`config.mk`:
```
export PLATFORM = sky130hd
export DESIGN_NAME = gpio_irq_flat
export DESIGN_NICKNAME = d
export VERILOG_FILES = /design/src/rtl/gpio_irq_if.sv /design/src/rtl/gpio_irq.sv /design/src/flat_wrapper.sv
export SDC_FILE = /design/constraint.sdc
export NUM_CORES = 1
export LEC_CHECK = 0
export CAP_MARGIN = 20
export CORE_ASPECT_RATIO = 1.75
export CORE_UTILIZATION = 55
export CTS_BUF_LIST = sky130_fd_sc_hd__clkbuf_8
export CTS_CLUSTER_DIAMETER = 30
export DETAILED_ROUTE_END_ITERATION = 7
export GPL_ROUTABILITY_DRIVEN = 0
export GPL_TIMING_DRIVEN = 0
export PLACE_DENSITY = 0.91
export SLEW_MARGIN = 30
export SYNTH_ARGS = -nofsm -noshare
export SYNTH_HDL_FRONTEND = slang
export SYNTH_SLANG_ARGS = --single-unit
```
`constraint.sdc`:
```
create_clock -name clk -period 5.5 [get_ports clk]
set_input_delay 0.55 -clock clk [delete_from_list [all_inputs] [get_ports clk]]
set_output_delay 0.55 -clock clk [all_outputs]
set_load 0.05 [all_outputs]
```
`src/rtl/gpio_irq_if.sv`:
```
// gpio_irq_if: MMIO slot bus between a master and the gpio_irq peripheral
interface gpio_irq_if;
    logic        chip_select;
    logic        read;
    logic        write;
    logic        transaction_completed;
    logic [7:0]  addr;
    logic [31:0] wr_data;
    logic [31:0] rd_data;
    logic        wr_done;
    logic        rd_done;
    logic        idle;
    logic        slave_error;
    logic        decode_error;
    modport master (
        output chip_select, read, write, transaction_completed, addr, wr_data,
        input  rd_data, wr_done, rd_done, idle, slave_error, decode_error
    );
    modport slave (
        input  chip_select, read, write, transaction_completed, addr, wr_data,
        output rd_data, wr_done, rd_done, idle, slave_error, decode_error
    );
endinterface

```
`src/rtl/gpio_irq.sv`:
```
// gpio_irq: MMIO GPIO with set/clr/toggle outputs, debounced inputs and edge-capture interrupts
module gpio_irq #(
    parameter int NUM_INPUT  = 9,
    parameter int NUM_OUTPUT = 4,
    parameter int DB_W       = 16
) (
    input  logic                  clk,
    input  logic                  arst,
    gpio_irq_if.slave             bus,
    input  logic [NUM_INPUT-1:0]  in_ports,
    output logic [NUM_OUTPUT-1:0] out_ports,
    output logic                  irq
);
    typedef enum logic [1:0] {IDLE, ACTIVE, DONE} state_t;
    state_t state_q, state_d;
    logic [NUM_OUTPUT-1:0] out_q, out_d;
    logic [NUM_INPUT-1:0]  sync1_q, sync2_q, prev_q, prev_d, db_q, db_d;
    logic [NUM_INPUT-1:0]  rise_q, rise_d, fall_q, fall_d, stat_q, stat_d, w1c, eq;
    logic [DB_W-1:0]       dbv_q, dbv_d, cnt_q, cnt_d;
    logic [31:0]           rd_data_q, rd_data_d, rd_word;
    logic                  wr_done_q, wr_done_d, rd_done_q, rd_done_d;
    logic                  slv_q, slv_d, dec_q, dec_d;
    logic [5:0]            wsel;
    logic                  dec_err, slv_err, acc_ok, wr_ok, bypass, tick;
    assign wsel    = bus.addr[7:2];
    assign dec_err = (bus.addr[1:0] != 2'b00) || (wsel > 6'd8);
    assign slv_err = !dec_err && (bus.write ? (wsel == 6'd4) : (wsel >= 6'd1 && wsel <= 6'd3));
    assign acc_ok  = !dec_err && !slv_err;
    assign wr_ok   = (state_q == ACTIVE) && bus.write && acc_ok;
    always_comb begin
        rd_word = '0;
        case (wsel)
            6'd0:    rd_word[NUM_OUTPUT-1:0] = out_q;
            6'd4:    rd_word[NUM_INPUT-1:0]  = db_q;
            6'd5:    rd_word[NUM_INPUT-1:0]  = rise_q;
            6'd6:    rd_word[NUM_INPUT-1:0]  = fall_q;
            6'd7:    rd_word[NUM_INPUT-1:0]  = stat_q;
            6'd8:    rd_word[DB_W-1:0]       = dbv_q;
            default: rd_word = '0;
        endcase
    end
    always_comb begin
        state_d   = state_q;
        out_d     = out_q;
        rise_d    = rise_q;
        fall_d    = fall_q;
        dbv_d     = dbv_q;
        w1c       = '0;
        rd_data_d = rd_data_q;
        slv_d     = slv_q;
        dec_d     = dec_q;
        wr_done_d = 1'b0;
        rd_done_d = 1'b0;
        case (state_q)
            IDLE: state_d = (bus.chip_select && (bus.read || bus.write)) ? ACTIVE : IDLE;
            ACTIVE: begin
                state_d   = DONE;
                wr_done_d = bus.write;
                rd_done_d = !bus.write;
                slv_d     = slv_err;
                dec_d     = dec_err;
                rd_data_d = (!bus.write && acc_ok) ? rd_word : '0;
            end
            DONE: if (bus.transaction_completed) begin
                state_d   = IDLE;
                rd_data_d = '0;
                slv_d     = 1'b0;
                dec_d     = 1'b0;
            end
            default: state_d = IDLE;
        endcase
        if (wr_ok)
            case (wsel)
                6'd0:    out_d  = bus.wr_data[NUM_OUTPUT-1:0];
                6'd1:    out_d  = out_q | bus.wr_data[NUM_OUTPUT-1:0];
                6'd2:    out_d  = out_q & ~bus.wr_data[NUM_OUTPUT-1:0];
                6'd3:    out_d  = out_q ^ bus.wr_data[NUM_OUTPUT-1:0];
                6'd5:    rise_d = bus.wr_data[NUM_INPUT-1:0];
                6'd6:    fall_d = bus.wr_data[NUM_INPUT-1:0];
                6'd7:    w1c    = bus.wr_data[NUM_INPUT-1:0];
                6'd8:    dbv_d  = bus.wr_data[DB_W-1:0];
                default: out_d  = out_q;
            endcase
    end
    // prev tracks sync in bypass so enabling the debouncer starts from a sane reference
    always_comb begin
        bypass = dbv_q == '0;
        tick   = !bypass && (cnt_q == dbv_q);
        eq     = ~(sync2_q ^ prev_q);
        cnt_d  = ((wr_ok && wsel == 6'd8) || tick || bypass) ? '0 : cnt_q + DB_W'(1);
        prev_d = (tick || bypass) ? sync2_q : prev_q;
        db_d   = bypass ? sync2_q : (tick ? ((db_q & ~eq) | (sync2_q & eq)) : db_q);
        stat_d = (stat_q & ~w1c) | (db_d & ~db_q & rise_q) | (~db_d & db_q & fall_q);
    end
    always_ff @(posedge clk or posedge arst) begin
        if (arst) begin
            state_q   <= IDLE;
            out_q     <= '0;
            rise_q    <= '0;
            fall_q    <= '0;
            stat_q    <= '0;
            dbv_q     <= '0;
            cnt_q     <= '0;
            sync1_q   <= '0;
            sync2_q   <= '0;
            prev_q    <= '0;
            db_q      <= '0;
            rd_data_q <= '0;
            slv_q     <= 1'b0;
            dec_q     <= 1'b0;
            wr_done_q <= 1'b0;
            rd_done_q <= 1'b0;
        end else begin
            state_q   <= state_d;
            out_q     <= out_d;
            rise_q    <= rise_d;
            fall_q    <= fall_d;
            stat_q    <= stat_d;
            dbv_q     <= dbv_d;
            cnt_q     <= cnt_d;
            sync1_q   <= in_ports;
            sync2_q   <= sync1_q;
            prev_q    <= prev_d;
            db_q      <= db_d;
            rd_data_q <= rd_data_d;
            slv_q     <= slv_d;
            dec_q     <= dec_d;
            wr_done_q <= wr_done_d;
            rd_done_q <= rd_done_d;
        end
    end
    assign out_ports        = out_q;
    assign irq              = |stat_q;
    assign bus.rd_data      = rd_data_q;
    assign bus.wr_done      = wr_done_q;
    assign bus.rd_done      = rd_done_q;
    assign bus.slave_error  = slv_q;
    assign bus.decode_error = dec_q;
    assign bus.idle         = !arst && (state_q == IDLE);
endmodule
```
`src/flat_wrapper.sv`:
```
// flat-port wrapper written by rule: the top's interface ports become plain ports
module gpio_irq_flat 
#(
    parameter int NUM_INPUT  = 9,
    parameter int NUM_OUTPUT = 4,
    parameter int DB_W       = 16
)
  (clk, arst, in_ports, out_ports, irq, bus_chip_select, bus_read, bus_write, bus_transaction_completed, bus_addr, bus_wr_data, bus_rd_data, bus_wr_done, bus_rd_done, bus_idle, bus_slave_error, bus_decode_error);
  gpio_irq_if bus_i ();
  input  logic clk;
  input  logic arst;
  input  logic [NUM_INPUT-1:0] in_ports;
  output logic [NUM_OUTPUT-1:0] out_ports;
  output logic irq;
  input wire logic [$bits(bus_i.chip_select)-1:0] bus_chip_select;
  input wire logic [$bits(bus_i.read)-1:0] bus_read;
  input wire logic [$bits(bus_i.write)-1:0] bus_write;
  input wire logic [$bits(bus_i.transaction_completed)-1:0] bus_transaction_completed;
  input wire logic [$bits(bus_i.addr)-1:0] bus_addr;
  input wire logic [$bits(bus_i.wr_data)-1:0] bus_wr_data;
  output wire logic [$bits(bus_i.rd_data)-1:0] bus_rd_data;
  output wire logic [$bits(bus_i.wr_done)-1:0] bus_wr_done;
  output wire logic [$bits(bus_i.rd_done)-1:0] bus_rd_done;
  output wire logic [$bits(bus_i.idle)-1:0] bus_idle;
  output wire logic [$bits(bus_i.slave_error)-1:0] bus_slave_error;
  output wire logic [$bits(bus_i.decode_error)-1:0] bus_decode_error;
  assign bus_i.chip_select = bus_chip_select;
  assign bus_i.read = bus_read;
  assign bus_i.write = bus_write;
  assign bus_i.transaction_completed = bus_transaction_completed;
  assign bus_i.addr = bus_addr;
  assign bus_i.wr_data = bus_wr_data;
  assign bus_rd_data = bus_i.rd_data;
  assign bus_wr_done = bus_i.wr_done;
  assign bus_rd_done = bus_i.rd_done;
  assign bus_idle = bus_i.idle;
  assign bus_slave_error = bus_i.slave_error;
  assign bus_decode_error = bus_i.decode_error;
  gpio_irq #(.NUM_INPUT(NUM_INPUT), .NUM_OUTPUT(NUM_OUTPUT), .DB_W(DB_W)) u_core (.clk(clk), .arst(arst), .bus(bus_i), .in_ports(in_ports), .out_ports(out_ports), .irq(irq));
endmodule
```
Word-level counts from Yosys, hierarchy flattened:

Index checks and enable logic that the tools add are counted.

* register bits: 137
* bits in latches: 0
* RAM bits: 0
* memory bits (read-only): 0
* input port bits: 55
* logic and storage cells: 105
* memories: 0

* add/sub/neg operators: 1
* multipliers: 0
* divide/modulo/power cells: 0
* order comparisons: 3
* eq/ne operators: 12
* shifts and indexed selects: 0
* multiplexer cells: 21
* bitwise operators: 20
* reduce and logical (&&, ||, !) cells: 32

Operators by type and width (number)
* 32-bit case mux with 2 select lines: 1
* 9-bit AND: 7
* 9-bit inverter: 5
* 9-bit two-way mux: 4
* 16-bit two-way mux: 2
* 32-bit two-way mux: 1
* 9-bit OR: 3
* 5-bit case mux with 5 select lines: 1
* 6-bit by 3-bit == test with 1-bit output (second input constant): 4
* 4-bit case mux with 6 select lines: 1
* 16-bit by 1-bit adder with 16-bit output (second input constant): 1
* 16-bit == test: 1
* 16-bit zero test: 1
* 4-bit case mux with 4 select lines: 1
* 6-bit by 2-bit == test with 1-bit output (second input constant): 2
* 1-bit logical AND: 10
* 2-bit AND reduction: 5
* 9-bit OR reduction: 1
* 9-bit XOR: 1
* 7-bit two-way mux: 1
* 6-bit by 1-bit == test with 1-bit output (second input constant): 1
* 6-bit by 4-bit == test with 1-bit output (second input constant): 1
* 6-bit by 1-bit greater-or-equal comparator with 1-bit output (second input constant): 1
* 6-bit by 4-bit > comparator with 1-bit output (second input constant): 1
* 18 further kinds: 32

Depth between registers and ports, before layout:

* word-level depth: 12
* depth in mapped cells: 8
* depth with buffers taken out: 6

Least setup slack after synthesis:

OpenSTA, ideal clock, no wires.

* path kind: input -> register
* from: input bus_addr[5]
* to: register u_core.fall_q[0]
* library setup time: 0.125 ns
* arrival time: 2.081 ns
* data required time: 5.375 ns
* path slack: 3.294 ns
* stages on the path: 6
* buffers on the path: 2
* cell sequence: clkbuf_1 > nor4b_2 > and3b_1 > and4_1 > buf_2 > mux2_2

* longest elaborated chain between the ends: 8
* elaborated cells between the ends (all ways): 14

RTL lines
* from (decl): RTL line flat_wrapper.sv:19 `input wire logic [$bits(bus_i.addr)-1:0] bus_addr;`
* 6-bit by 1-bit greater-or-equal comparator with 1-bit output (tied with other cells): RTL line gpio_irq.sv:27 `assign slv_err = !dec_err && (bus.write ? (wsel == 6'd4) : (wsel >= 6'd1 && wsel <= 6'd3));`
* 1-bit logical AND / 1-bit logical OR (equally long branches): RTL line gpio_irq.sv:27, gpio_irq.sv:26
* 1-bit two-way mux / 1-bit zero test (equally long branches): RTL line gpio_irq.sv:27, gpio_irq.sv:28
* 1-bit logical AND: RTL line gpio_irq.sv:27
* 1-bit zero test: RTL line gpio_irq.sv:28 `assign acc_ok = !dec_err && !slv_err;`
* 1-bit logical AND: RTL line gpio_irq.sv:28
* 1-bit logical AND: RTL line gpio_irq.sv:29 `assign wr_ok = (state_q == ACTIVE) && bus.write && acc_ok;`
* 2-bit AND reduction (no line) *
* to (signal assigned): RTL line gpio_irq.sv:117 `fall_q <= fall_d;`
* to (decl): RTL line gpio_irq.sv:18 `logic [NUM_INPUT-1:0] rise_q, rise_d, fall_q, fall_d, stat_q, stat_d, w1c, eq;`

Mark *: on every way between the ends. The rest lies on a longest branch, timed or not.
A chain may end at the register's enable or synchronous reset.

Final worst setup path:

* from: register u_core.stat_q[4]
* to: output irq

* longest elaborated chain between the ends: 1

RTL lines
* from (decl): RTL line gpio_irq.sv:18
* from (signal assigned): RTL line gpio_irq.sv:118 `stat_q <= stat_d;`
* 9-bit OR reduction: RTL line gpio_irq.sv:133 `assign irq = |stat_q;`
* to (decl): RTL line flat_wrapper.sv:14 `output logic irq;`

Every way passes these cells.

==> impl_metrics.ini <==
[synth]
synth_cells = 540
async_flop_share_pct = 100
synth-seq-cells = 121
ys_seq_area_share_pct = 50.6
ys.flop_type = dfrtp_1
synth_edf_count = 0
yosysUniqueCellTypes = 50
syn_area_um2 = 5980
syn_area_per_cell_um2 = 11.1
yosysWarnings = 0

[run]
drv_cap = 0

[route]
firstDrtPassIters = 5
top_layer_used = met4
ant_nets = 0
drtIter0Drc = 410
wl_per_cell_um = 18.6
drc = 0
dr_wl_met2_um = 7560
via_per_inst = 6.07
wl_met3_um = 882
wirelength_met1_um = 5170
vias = 4735
wirelength_um = 14500

[setup_path]
crit_family = buffers and inverters
path_max_fanout = 3
crit_buf_inv = 1
critPathKind = reg -> out
worst_path_max_delay_cell = clkdlybuf4s50_1
start_kind = flop
cp_cell_sequence = nor4_1, nand3_1, clkdlybuf4s50_1
cp.arrival_ns = 2.24
end_kind = output port
max_stage_delay_ns = 0.74
required_ns = 4.95

[floorplan]
rows = 50
dieArea_um2 = 11300
core_area_um2 = 10600
dieHeight_um = 140
initial_utilization_pct = 56.2
io_pins = 97
die_x_um = 80.8

[place]
dp_hpwl_um = 10400
portBuffers = 62

[power_and_ir_drop]
power_switching_share_pct = 27.1
cellPowerDensity_nw_per_um2 = 264
ir_drop_mv = 0.186
seq_power_share_pct = 49.5
p_int_mw = 1.39
p_switching_mw = 0.516
clkPwrFrac_pct = 38.1
p_leak_nw = 3.32
combPwrFrac_pct = 12.4

[cts]
cts.repair.resized = 0
cts_buffer_depth = 2
clk-insertion-delay-late_ns = 0.45
clkTransAtPathRegs_ns = 0.07
cts_tree = done
cts_buffers = 17
cts_htree_levels = 4
post-cts-setup-buffers = 0
cts.sinks = 121
cts_root_buffer = clkbuf_8
postCtsHoldBufs = 0

[global_route]
grt_pass1_vias = 4922
grt_max_degree = 85
grt_pass1_wl_um = 23600
gr-usage-all-layers_pct = 28.2
grt_overflow = 0
grt_antenna_before_repair = 0

[status]
status = finished, final reports clean

[timing]
hold_viol_final = 0
fmax_mhz = 358
fin_crit_sh_pct = 50.8
worst_hold_slack_ns = 0.349
finalSetupViolations = 0
worst_pin_slew_ns = 0.877
relSlewSlack_pct = 41.5
fin_tns_setup_ns = 0
fin_skew_ns = 0.00839
layout_min_cycle_time_ns = 2.79
grt_setup_unrepaired = no
slew_violations = 0

[finish]
fin_nets = 701
diodes = 0
mostFrequentLayoutCells = dfrtp_1 (121), clkdlybuf4s50_1 (62), nand2_1 (44)
syn2layout_area_growth_pct = 20.7
layout.cells.most_common = dfrtp_1
drive_gt1_share_pct = 18.6

[worst_hold_path]
hold_path.class = reg -> reg
==> synthesized netlist by cell type, types with 2 or more instances <==
| library cell | number | area share, % |
|---|---|---|
| xor2_1 | 19 | 2.8 |
| buf_2 | 10 | 0.84 |
| nand3b_1 | 9 | 1.1 |
| and3b_1 | 2 | 0.29 |
| nor3_1 | 5 | 0.42 |
| clkbuf_1 | 10 | 0.63 |
| o21a_1 | 3 | 0.38 |
| a21oi_1 | 13 | 1.1 |
| ha_1 | 9 | 1.9 |
| o21ai_0 | 28 | 2.3 |
| and2_1 | 6 | 0.63 |
| and4_1 | 3 | 0.44 |
| a22oi_1 | 7 | 0.88 |
| xnor2_1 | 11 | 1.6 |
| buf_4 | 16 | 2.0 |
| mux2_2 | 41 | 7.7 |
| nor2b_1 | 8 | 0.84 |
| a22o_1 | 24 | 3.5 |
| a31o_2 | 3 | 0.44 |
| mux4_2 | 7 | 2.6 |
| o22ai_1 | 5 | 0.52 |
| nor4_1 | 11 | 1.2 |
| nand4_1 | 5 | 0.52 |
| a31oi_1 | 3 | 0.31 |
| o22a_1 | 6 | 0.88 |
| nor2_1 | 36 | 2.3 |
| dfrtp_1 | 121 | 51 |
| nand3_1 | 14 | 1.2 |
| mux2i_1 | 6 | 1.0 |
| nand2b_1 | 2 | 0.21 |
| a21o_1 | 6 | 0.75 |
| nand2_1 | 44 | 2.8 |
| o221a_2 | 6 | 1.1 |
| inv_1 | 23 | 1.4 |
| a2bb2oi_1 | 3 | 0.44 |
==> final cells by class <==
| type | instances | area (um2) |
|---|---|---|
| Buffer | 37 | 211 |
| Clock buffer | 20 | 275 |
| Clock inverter | 12 | 85.1 |
| Fill cell | 761 | 3420 |
| Inverter | 23 | 93.8 |
| Multi-Input combinational cell | 374 | 2710 |
| Sequential cell | 121 | 3030 |
| Tap cell | 130 | 163 |
| Timing Repair Buffer | 63 | 648 |
==> worst register-to-register path, delay by kind of cell, from the launching register on <==
| kind | cells | cell delay [ns] |
|---|---|---|
| xor+xnor | 1 | 0.19 |
| buf+inv | 1 | 0.35 |
| flops | 1 | 0.43 |
| mux | 1 | 0.38 |
| simple gates | 3 | 1.15 |
==> cells by family after synthesis <==
family                   synth area share (%)
AND/OR/NAND/NOR                          13.4
flip-flops                               50.6
AO/OA/AOI/OAI                            13.3
buffers and inverters                    4.98
multiplexers                             11.4
XOR/XNOR                                 4.39
adder cells (fa/ha/maj)                  1.88
other                                  0.0627
==> worst paths after layout <==
path | from | slack, ns | cells after the start | endpoint
hold reg to reg | u_core.sync1_q[4]$_DFF_PP0_ | 0.35 | 0 | u_core.sync2_q[4]$_DFF_PP0_
min in group asynchronous | arst | 0.50 | 2 | u_core.bus.wr_done$_DFF_PP0_
setup / recovery | u_core.stat_q[4]$_DFF_PP0_ | 2.71 | 3 | irq
setup reg to reg | u_core.dbv_q[15]$_DFFE_PP0P_ | 2.88 | 6 | u_core.prev_q[2]$_DFFE_PP0P_
hold / removal | u_core.sync1_q[4]$_DFF_PP0_ | 0.35 | 0 | u_core.sync2_q[4]$_DFF_PP0_
max in group asynchronous | arst | 4.31 | 3 | u_core.prev_q[6]$_DFFE_PP0P_
==> registers in the layout, summed over array words and instances, names as in the netlist <==
signal / flops
u_core.bus.rd_data: 16
u_core.cnt_q: 16
u_core.dbv_q: 16
u_core.db_q: 9
u_core.fall_q: 9
u_core.prev_q: 9
u_core.rise_q: 9
u_core.stat_q: 9
u_core.sync1_q: 9
u_core.sync2_q: 9
u_core.out_ports: 4
u_core.state_q: 2
u_core.bus.decode_error: 1
u_core.bus.rd_done: 1
u_core.bus.slave_error: 1
u_core.bus.wr_done: 1
==> metrics by stage <==
stage	worst slack (ns)	cells	total power, mW	cell area (um2)	util, %
CTS	2.74	780	1.91	7210	67.8
floorplan	1.74	555	1.10	6040	-
global route	2.67	780	1.97	7210	67.8
detailed placement	2.52	748	1.19	6850	64.4
finish	2.71	780	1.90	7210	67.8
global placement	0.241	747	1.18	6820	64.1
==> per-layer routing <==
layer	GRT usage (%)	up-vias
li1	-	2098
met1	30.3	2322
met2	45.8	245
met3	7.88	70
met4	20.8	0
met5	0	-
==> power by group through the flow <==
stage	Sequential (mW)	Combinational (mW)	Clock [mW]
finish	0.942	0.235	0.725
global route	0.945	0.255	0.774
CTS	0.941	0.235	0.732
detailed placement	0.957	0.234	0
global placement	0.955	0.223	0
floorplan	0.971	0.134	0
Note: power is estimated with default switching activity, not from simulation.
